### src/rtl/blockstacker_pkg.sv
// Shared types and screen constants for the block stacker game logic.
package blockstacker_pkg;

    localparam int SCREEN_W = 160;
    localparam int SCREEN_H = 120;
    localparam int BLOCK_W  = 16;

    localparam logic [2:0] COLOUR_BG    = 3'b000;
    localparam logic [2:0] COLOUR_BLOCK = 3'b110;

    typedef enum logic [2:0] {
        ST_IDLE,
        ST_INIT_DRAW,
        ST_WAIT,
        ST_ERASE,
        ST_MOVE,
        ST_DRAW,
        ST_LOCKED
    } slider_state_t;

endpackage

### src/rtl/frame_step_counter.sv
// Counts frame ticks while enabled and emits a one-cycle step pulse on the
// tick that brings the count to max(speed,1). Count restarts from zero on
// every step and whenever the clear is held.
module frame_step_counter (
    input  logic       clk,
    input  logic       resetn,
    input  logic       i_en,
    input  logic       i_clear,
    input  logic       i_tick,
    input  logic [3:0] i_speed,
    output logic       o_step
);

    logic [3:0] r_count;
    logic [3:0] w_thresh_m1;

    // speed of 0 behaves as 1, so the step fires once count reaches thresh-1
    assign w_thresh_m1 = (i_speed == 4'd0) ? 4'd0 : (i_speed - 4'd1);
    assign o_step      = i_en && i_tick && (r_count >= w_thresh_m1);

    // Tick accumulator; a lowered speed is honoured on the next comparison
    always_ff @(posedge clk) begin
        if (!resetn) begin
            r_count <= 4'd0;
        end else if (i_clear) begin
            r_count <= 4'd0;
        end else if (i_en && i_tick) begin
            r_count <= o_step ? 4'd0 : (r_count + 4'd1);
        end
    end

endmodule

### src/rtl/block_slider.sv
// Paces horizontal motion of the active block row from frame ticks and
// issues erase/redraw requests to the draw datapath over a req/ack handshake.
//
//   state      | meaning
//   -----------+-----------------------------------------------------
//   IDLE       | not running, waits for run
//   INIT_DRAW  | first draw of the block at X_MIN
//   WAIT       | counting frame ticks, acting on a pending stop
//   ERASE      | erase request at the old x
//   MOVE       | one-cycle position update with edge bounce
//   DRAW       | draw request at the new x
//   LOCKED     | block stopped, position held until run drops
module block_slider
    import blockstacker_pkg::*;
#(
    parameter int XW    = 8,
    parameter int YW    = 7,
    parameter int X_MIN = 0,
    parameter int X_MAX = 144,
    parameter int STEP  = 1
) (
    input  logic          clk,
    input  logic          resetn,
    input  logic          frame_tick,
    input  logic          run,
    input  logic [3:0]    speed,
    input  logic [YW-1:0] row_y,
    input  logic          stop,
    output logic          draw_req,
    output logic          draw_erase,
    output logic [XW-1:0] draw_x,
    output logic [YW-1:0] draw_y,
    input  logic          draw_ack,
    output logic [XW-1:0] x_pos,
    output logic          stopped,
    output logic          busy
);

    slider_state_t r_state;
    logic [XW-1:0] r_x_pos;
    logic [YW-1:0] r_y;
    logic          r_dir_right;
    logic          r_stop_pend;
    logic          r_draw_req;
    logic          r_draw_erase;
    logic [XW-1:0] r_draw_x;
    logic [YW-1:0] r_draw_y;
    logic          r_stopped;

    logic          w_in_wait;
    logic          w_step;
    logic [XW:0]   w_x_ext;

    assign w_in_wait = (r_state == ST_WAIT);
    assign w_x_ext   = {1'b0, r_x_pos};

    frame_step_counter u_step_cnt (
        .clk     (clk),
        .resetn  (resetn),
        .i_en    (w_in_wait),
        .i_clear (!w_in_wait),
        .i_tick  (frame_tick),
        .i_speed (speed),
        .o_step  (w_step)
    );

    // Sequencer: handshakes, stop latching, abort and position update
    always_ff @(posedge clk) begin
        if (!resetn) begin
            r_state      <= ST_IDLE;
            r_x_pos      <= XW'(X_MIN);
            r_y          <= '0;
            r_dir_right  <= 1'b1;
            r_stop_pend  <= 1'b0;
            r_draw_req   <= 1'b0;
            r_draw_erase <= 1'b0;
            r_draw_x     <= '0;
            r_draw_y     <= '0;
            r_stopped    <= 1'b0;
        end else begin
            r_stopped <= 1'b0;
            if (stop && (r_state != ST_IDLE) && (r_state != ST_LOCKED)) begin
                r_stop_pend <= 1'b1;
            end
            if (!run && (r_state != ST_IDLE) && (r_state != ST_LOCKED)) begin
                // abandoned request: the datapath may still ack, which is ignored
                r_state    <= ST_IDLE;
                r_draw_req <= 1'b0;
            end else begin
                case (r_state)
                    ST_IDLE: begin
                        if (run) begin
                            r_state     <= ST_INIT_DRAW;
                            r_y         <= row_y;
                            r_x_pos     <= XW'(X_MIN);
                            r_dir_right <= 1'b1;
                            r_stop_pend <= 1'b0;
                        end
                    end
                    ST_INIT_DRAW, ST_ERASE, ST_DRAW: begin
                        if (!r_draw_req) begin
                            r_draw_req   <= 1'b1;
                            r_draw_x     <= r_x_pos;
                            r_draw_y     <= r_y;
                            r_draw_erase <= (r_state == ST_ERASE);
                        end else if (draw_ack) begin
                            r_draw_req <= 1'b0;
                            r_state    <= (r_state == ST_ERASE) ? ST_MOVE : ST_WAIT;
                        end
                    end
                    ST_WAIT: begin
                        // stop is only honoured here so the block is never left erased
                        if (r_stop_pend || stop) begin
                            r_state   <= ST_LOCKED;
                            r_stopped <= 1'b1;
                        end else if (w_step) begin
                            r_state <= ST_ERASE;
                        end
                    end
                    ST_MOVE: begin
                        if (r_dir_right) begin
                            if (w_x_ext + (XW+1)'(STEP) > (XW+1)'(X_MAX)) begin
                                r_dir_right <= 1'b0;
                                r_x_pos     <= r_x_pos - XW'(STEP);
                            end else begin
                                r_x_pos <= r_x_pos + XW'(STEP);
                            end
                        end else begin
                            if (w_x_ext < (XW+1)'(X_MIN) + (XW+1)'(STEP)) begin
                                r_dir_right <= 1'b1;
                                r_x_pos     <= r_x_pos + XW'(STEP);
                            end else begin
                                r_x_pos <= r_x_pos - XW'(STEP);
                            end
                        end
                        r_state <= ST_DRAW;
                    end
                    ST_LOCKED: begin
                        if (!run) begin
                            r_state <= ST_IDLE;
                        end
                    end
                    default: begin
                        r_state <= ST_IDLE;
                    end
                endcase
            end
        end
    end

    assign draw_req   = r_draw_req;
    assign draw_erase = r_draw_erase;
    assign draw_x     = r_draw_x;
    assign draw_y     = r_draw_y;
    assign x_pos      = r_x_pos;
    assign stopped    = r_stopped;
    assign busy       = (r_state != ST_IDLE);

endmodule

### config.mk
export PLATFORM = sky130hd
export DESIGN_NAME = block_slider
export DESIGN_NICKNAME = d
export VERILOG_FILES = /design/src/rtl/blockstacker_pkg.sv /design/src/rtl/frame_step_counter.sv /design/src/rtl/block_slider.sv
export SDC_FILE = /design/constraint.sdc
export NUM_CORES = 1
export LEC_CHECK = 0
export CORE_MARGIN = 5
export CORE_UTILIZATION = 35
export DETAILED_ROUTE_END_ITERATION = 10
export GPL_ROUTABILITY_DRIVEN = 0
export PLACE_DENSITY = 0.59
export SETUP_SLACK_MARGIN = 0.1
export SLEW_MARGIN = 25
export SYNTH_ARGS = -nofsm -noshare
export SYNTH_HDL_FRONTEND = slang
export SYNTH_SLANG_ARGS = --single-unit
### constraint.sdc
create_clock -name clk -period 2.8 [get_ports clk]
set_clock_uncertainty 0.05 [all_clocks]
set_input_delay 0.56 -clock clk [delete_from_list [all_inputs] [get_ports clk]]
set_output_delay 0.56 -clock clk [all_outputs]
set_load 0.005 [all_outputs]
[Word level (Yosys, flattened, before mapping)]
Index checks and enable logic that the tools add are counted.
Word-level totals
  register bits after elaboration: 42
  input port bits: 17
  output and inout bits: 27
Operators by class
  $add $sub $neg: 5
  magnitude comparators: 3
  equality and inequality tests: 12
  multiplexer cells: 27
  bitwise logic cells: 4
  reduce and logical (&&, ||, !) cells: 20
Operators with widths (count)
  $mux 8: 4
  $mux 3: 7
  $pmux 8 s2: 1
  $pmux 3 s5: 1
  $mux 1: 11
  $add 8x1->9 const B: 1
  $eq 3x3->1 const B: 3
  $gt 9x8->1 const B: 1
  $reduce_and 3->1: 3
  $add 8x1->8 const B: 1
  $lt 8x1->1 const B: 1
  $mux 4: 2
  $ne 2x2->1 const B: 4
  $sub 8x1->8 const B: 1
  $eq 3x2->1 const B: 2
  $logic_and 1x1->1: 6
  $ne 3x3->1 const B: 2
  $reduce_or 3->1: 2
  $reduce_and 5->1: 1
  $add 4x1->4 const B: 1
  $ge 4x4->1: 1
  $logic_not 4->1: 1
  $not 1->1: 4
  $sub 4x1->4 const B: 1
  9 further kinds: 9

[Logic depth before layout (Yosys ltp)]
  depth after elaboration: 7
  depth in mapped cells: 9

[Cells and area by module]
From an unflattened synthesis, not the netlist that was laid out.
Second synthesis, totals
  cell total of the unflattened synthesis: 311
  area total of the unflattened synthesis: 2498.6 µm²
Modules (own cells, without submodules)
  block_slider: instances 1, cells an instance 267, area each 2132.0 µm², seq. area each 760.7 µm²
  frame_step_counter: instances 1, cells an instance 44, area each 366.6 µm², seq. area each 80.1 µm²

[Least setup slack after synthesis]
Ideal clock, no wire load.
  path type: input-to-reg
  start point: input port speed[1]
  end point: register r_state[1]
  arrival: 2.070 ns
  data required time: 2.670 ns
  slack: 0.600 ns
  stages: 9
  cell sequence: or2_2 -> nor2_1 -> a21oi_1 -> ha_1 -> a21o_1 -> a21o_1 -> a31o_2 -> o2111ai_1 -> nor3b_1
On the way
  word-level cells in the longest chain between the ends: 6
  elaborated cells on any way between the ends: 7
  classes of those cells: 1 x add/sub; 1 x order compare; 1 x eq/ne; 1 x mux; 3 x reduce/logical
RTL lines
  from (decl): line block_slider.sv:26  | input logic [3:0] speed,
  $sub 4x1->4 or $logic_not 4->1 (tied branches): line frame_step_counter.sv:18  | assign w_thresh_m1 = (i_speed == 4'd0) ? 4'd0 : (i_speed - 4'd1);
  $mux 4 *: line frame_step_counter.sv:18
  $ge 4x4->1 *: line frame_step_counter.sv:19  | assign o_step = i_en && i_tick && (r_count >= w_thresh_m1);
  $logic_and 1x1->1 *: line frame_step_counter.sv:19
  $ne 3x3->1 (no source line) *
  $reduce_and 5->1 (no source line) *
  to (signal assigned): line block_slider.sv:108  | r_state <= (r_state == ST_ERASE) ? ST_MOVE : ST_WAIT;
  to (decl): line block_slider.sv:39  | slider_state_t r_state;
Every way passes the cells marked *; elsewhere a longest branch is shown, timed or not.
A chain may end at the register's enable or synchronous reset.

[Worst setup path after layout]
Same ends and word-level chain as after synthesis.

==> flow_metrics.env <==
export IMPL_status="complete, no violations"
export IMPL_syn_nets=329
export IMPL_io_pin_count=44
export IMPL_die_area_um2=8400
export IMPL_post_synth_top_area_cell="dfxtp_1"
export IMPL_cts_sinks=42
export IMPL_path_class="input pin to register"
export IMPL_cts_root_buf="clkbuf_8"
export IMPL_vias_per_cell=5.35
export IMPL_path_delay_family="compound AO/OA/AOI/OAI gates"
export IMPL_yosys_warnings=0
export IMPL_synth_top_family_by_area="simple AND/OR/NAND/NOR gates"
export IMPL_ys_seq_elements=42
export IMPL_grt_overflow=0
export IMPL_io_buffers=43
export IMPL_ctsResizeCount=0
export IMPL_yosysTopAreaCellShare_pct=36.0
export IMPL_crit_path_start_kind="input pin"
export IMPL_via_count=2290
export IMPL_layout_common_cells="nand2_1 (65), clkdlybuf4s50_1 (43), dfxtp_1 (42)"
export IMPL_synth_compound_area_share_pct=22.6
export IMPL_ir_drop_mv=0.292
export IMPL_min_period_ns=2.50
export IMPL_syn_inst=304
export IMPL_dominantRegCellSynth="dfxtp_1"
export IMPL_avgSynthCellArea_um2=7.68
export IMPL_slowest_stage="clkdlybuf4s50_1"
export IMPL_h_tree_depth=2
export IMPL_synth_cell_types=51
export IMPL_synthArstFlopShare_pct=0
export IMPL_cp_data_required_time_ns=2.96
export IMPL_grt_max_degree=25
export IMPL_avgRoutedWirePerCell_um=13.8
export IMPL_hold_buffers=0
export IMPL_fin_ws_ns=0.297
export IMPL_clock_path_buffers=2
export IMPL_relSlewSlack_pct=63.1
export IMPL_ff_latch_area_um2=841
export IMPL_cp_max_fo=4
export IMPL_clkTransAtPathRegs_ns=0.08
export IMPL_antenna_found_initial=0
export IMPL_place_ws_ns=-0.00429
export IMPL_synth_simple_area_share_pct=28.3
export IMPL_netlist_area_um2=2330
export IMPL_layout_commonest_cell="nand2_1"
export IMPL_yosys_area_share_adder_pct=4.29
export IMPL_synth_yosys_seq_area_share_pct=36.0
export IMPL_areaGrowthSynthToFinish_pct=28.3
export IMPL_cts_tree="done"
export IMPL_num_rows=29
export IMPL_maxCapViolCount=0
export IMPL_first_pass_iters=7
export IMPL_total_power_uw=1790
export IMPL_die_h_um=91.7
export IMPL_wl_um=5900
export IMPL_final_util_pct=46.6
export IMPL_crit_top_cell="a21o_1"
export IMPL_setup_viol=0
export IMPL_powerDensity_nw_per_um2=599
export IMPL_die_w_um=91.7
export IMPL_post_route_period_util_pct=89.4
export IMPL_start_util_pct=36.3
export IMPL_multi_input_area_um2=1390
export IMPL_power_leakage_uw=0.00110
export IMPL_layout_drive_gt1_share_pct=8.83
export IMPL_nFillCells=651
export IMPL_drtIter0Drc=88
export IMPL_crit_path_cell_trace="clkdlybuf4s50_1, or2_2, nor2_1, a21oi_1, ha_1, a21o_1, a21o_1, a31o_2, o2111ai_1, nor3b_1"
export IMPL_clk_latency_ns=0.29
export IMPL_max_clock_freq_mhz=399
export IMPL_hold_viol_final=0
export IMPL_endpoint_kind="register"
export IMPL_worstHoldPathType="register to register"
export IMPL_worstMarginPinSlew_ns=0.547
export IMPL_final_max_slew_viol_count=0
export IMPL_core_area_um2=6420
export IMPL_route_detailed_drc=0
export IMPL_post_cts_buffers=0
export IMPL_critPathArrivalTime_ns=2.67
export IMPL_synthXorXnorAreaFrac_pct=2.63
export IMPL_final_nets=375
export IMPL_timing_hold_ws_ns=0.404
export IMPL_synth_area_leaders="dfxtp_1 (36%), nand2_1 (10%), a21oi_1 (8.4%), ha_1 (4.3%), nor2_1 (3.9%)"
export IMPL_cts_buffers=5
export IMPL_grt_usage_pct=14.1
export IMPL_max_stage_delay_ns=0.46
export IMPL_synthMuxAreaShare_pct=1.72
export IMPL_grt_pass1_wl_um=9790
export IMPL_synth_edf_count=0
export IMPL_ant_nets=0
export IMPL_grt_pass1_vias=2084
export IMPL_antenna_cells=0
export IMPL_path_buf_inv=1
export IMPL_rsz0062_at_grt="false"
export IMPL_place_hpwl_um=4430
[path summary, 6_finish.rpt]
check                             start                       to  slack [ns]  cells past startpoint
setup / recovery               speed[1]  r_state[1]$_SDFFE_PP0P_        0.30                     10
hold / removal      r_y[3]$_SDFFE_PN0P_   draw_y[3]$_SDFFE_PN0P_        0.40                      2
hold reg to reg     r_y[3]$_SDFFE_PN0P_   draw_y[3]$_SDFFE_PN0P_        0.40                      2
setup reg to reg  x_pos[0]$_SDFFE_PN0P_    x_pos[3]$_SDFFE_PN0P_        0.34                      7
[synth_stat cells, drive strengths merged, types with 6 or more instances]
master   n
a21oi   40
clkbuf  12
dfxtp   42
ha       8
inv     12
nand2   65
nand3   10
nor2    25
nor3     7
o31ai    6
[registers in the layout, indices dropped and copies added, names as in the netlist]
name                flops
r_dir_right             1
draw_req                1
r_stop_pend             1
draw_y                  7
r_y                     7
u_step_cnt.r_count      4
draw_erase              1
r_state                 3
x_pos                   8
draw_x                  8
stopped                 1
[routing by layer]
metal	track usage [%]	part of all wire, %	vias to the layer above
li1	-	-	1166
met1	17.1	45	1070
met5	0	0	-
met4	4.52	1.6	0
met3	2.95	3.3	8
met2	25.0	50	46
[kinds of logic after synthesis]
family          Yosys count
flops                    42
fa+ha+maj                 8
buf+inv                  27
compound gates           78
simple gates            138
mux                       4
xor+xnor                  7
[through the flow]
| stage | area, um^2 | std cells | setup TNS [ns] |
|---|---|---|---|
| after floorplan | 2330 | 304 | 0 |
| after global placement | 2880 | 420 | 0 |
| after detailed placement | 2880 | 420 | -0.00429 |
| after CTS | 2990 | 428 | 0 |
| after global routing | 2990 | 428 | 0 |
| final | 2990 | 428 | 0 |
[tightest hold or removal path, cell delays in order, from the launching register on]
cell and delay [ns]:
dfxtp_1 0.32, nand2_1 0.05, a21oi_1 0.05
[report_power, final]
part | internal (uW) | switching [uW] | leakage (uW)
Sequential | 651 | 84.7 | 0.000340
Combinational | 262 | 317 | 0.000709
Clock | 266 | 211 | 0.0000514
[area by class of cell]
| class | count | share of cell area [%] |
|---|---|---|
| clock buffer | 6 | 2.42 |
| timing repair buffer | 54 | 17.1 |
| inverter | 12 | 1.51 |
| sequential | 42 | 28.1 |
| clock inverter | 2 | 1.25 |
| tap | 77 | 3.22 |
| multi-input combinational | 235 | 46.4 |
No activity file was read; power rests on OpenSTA's default activity.
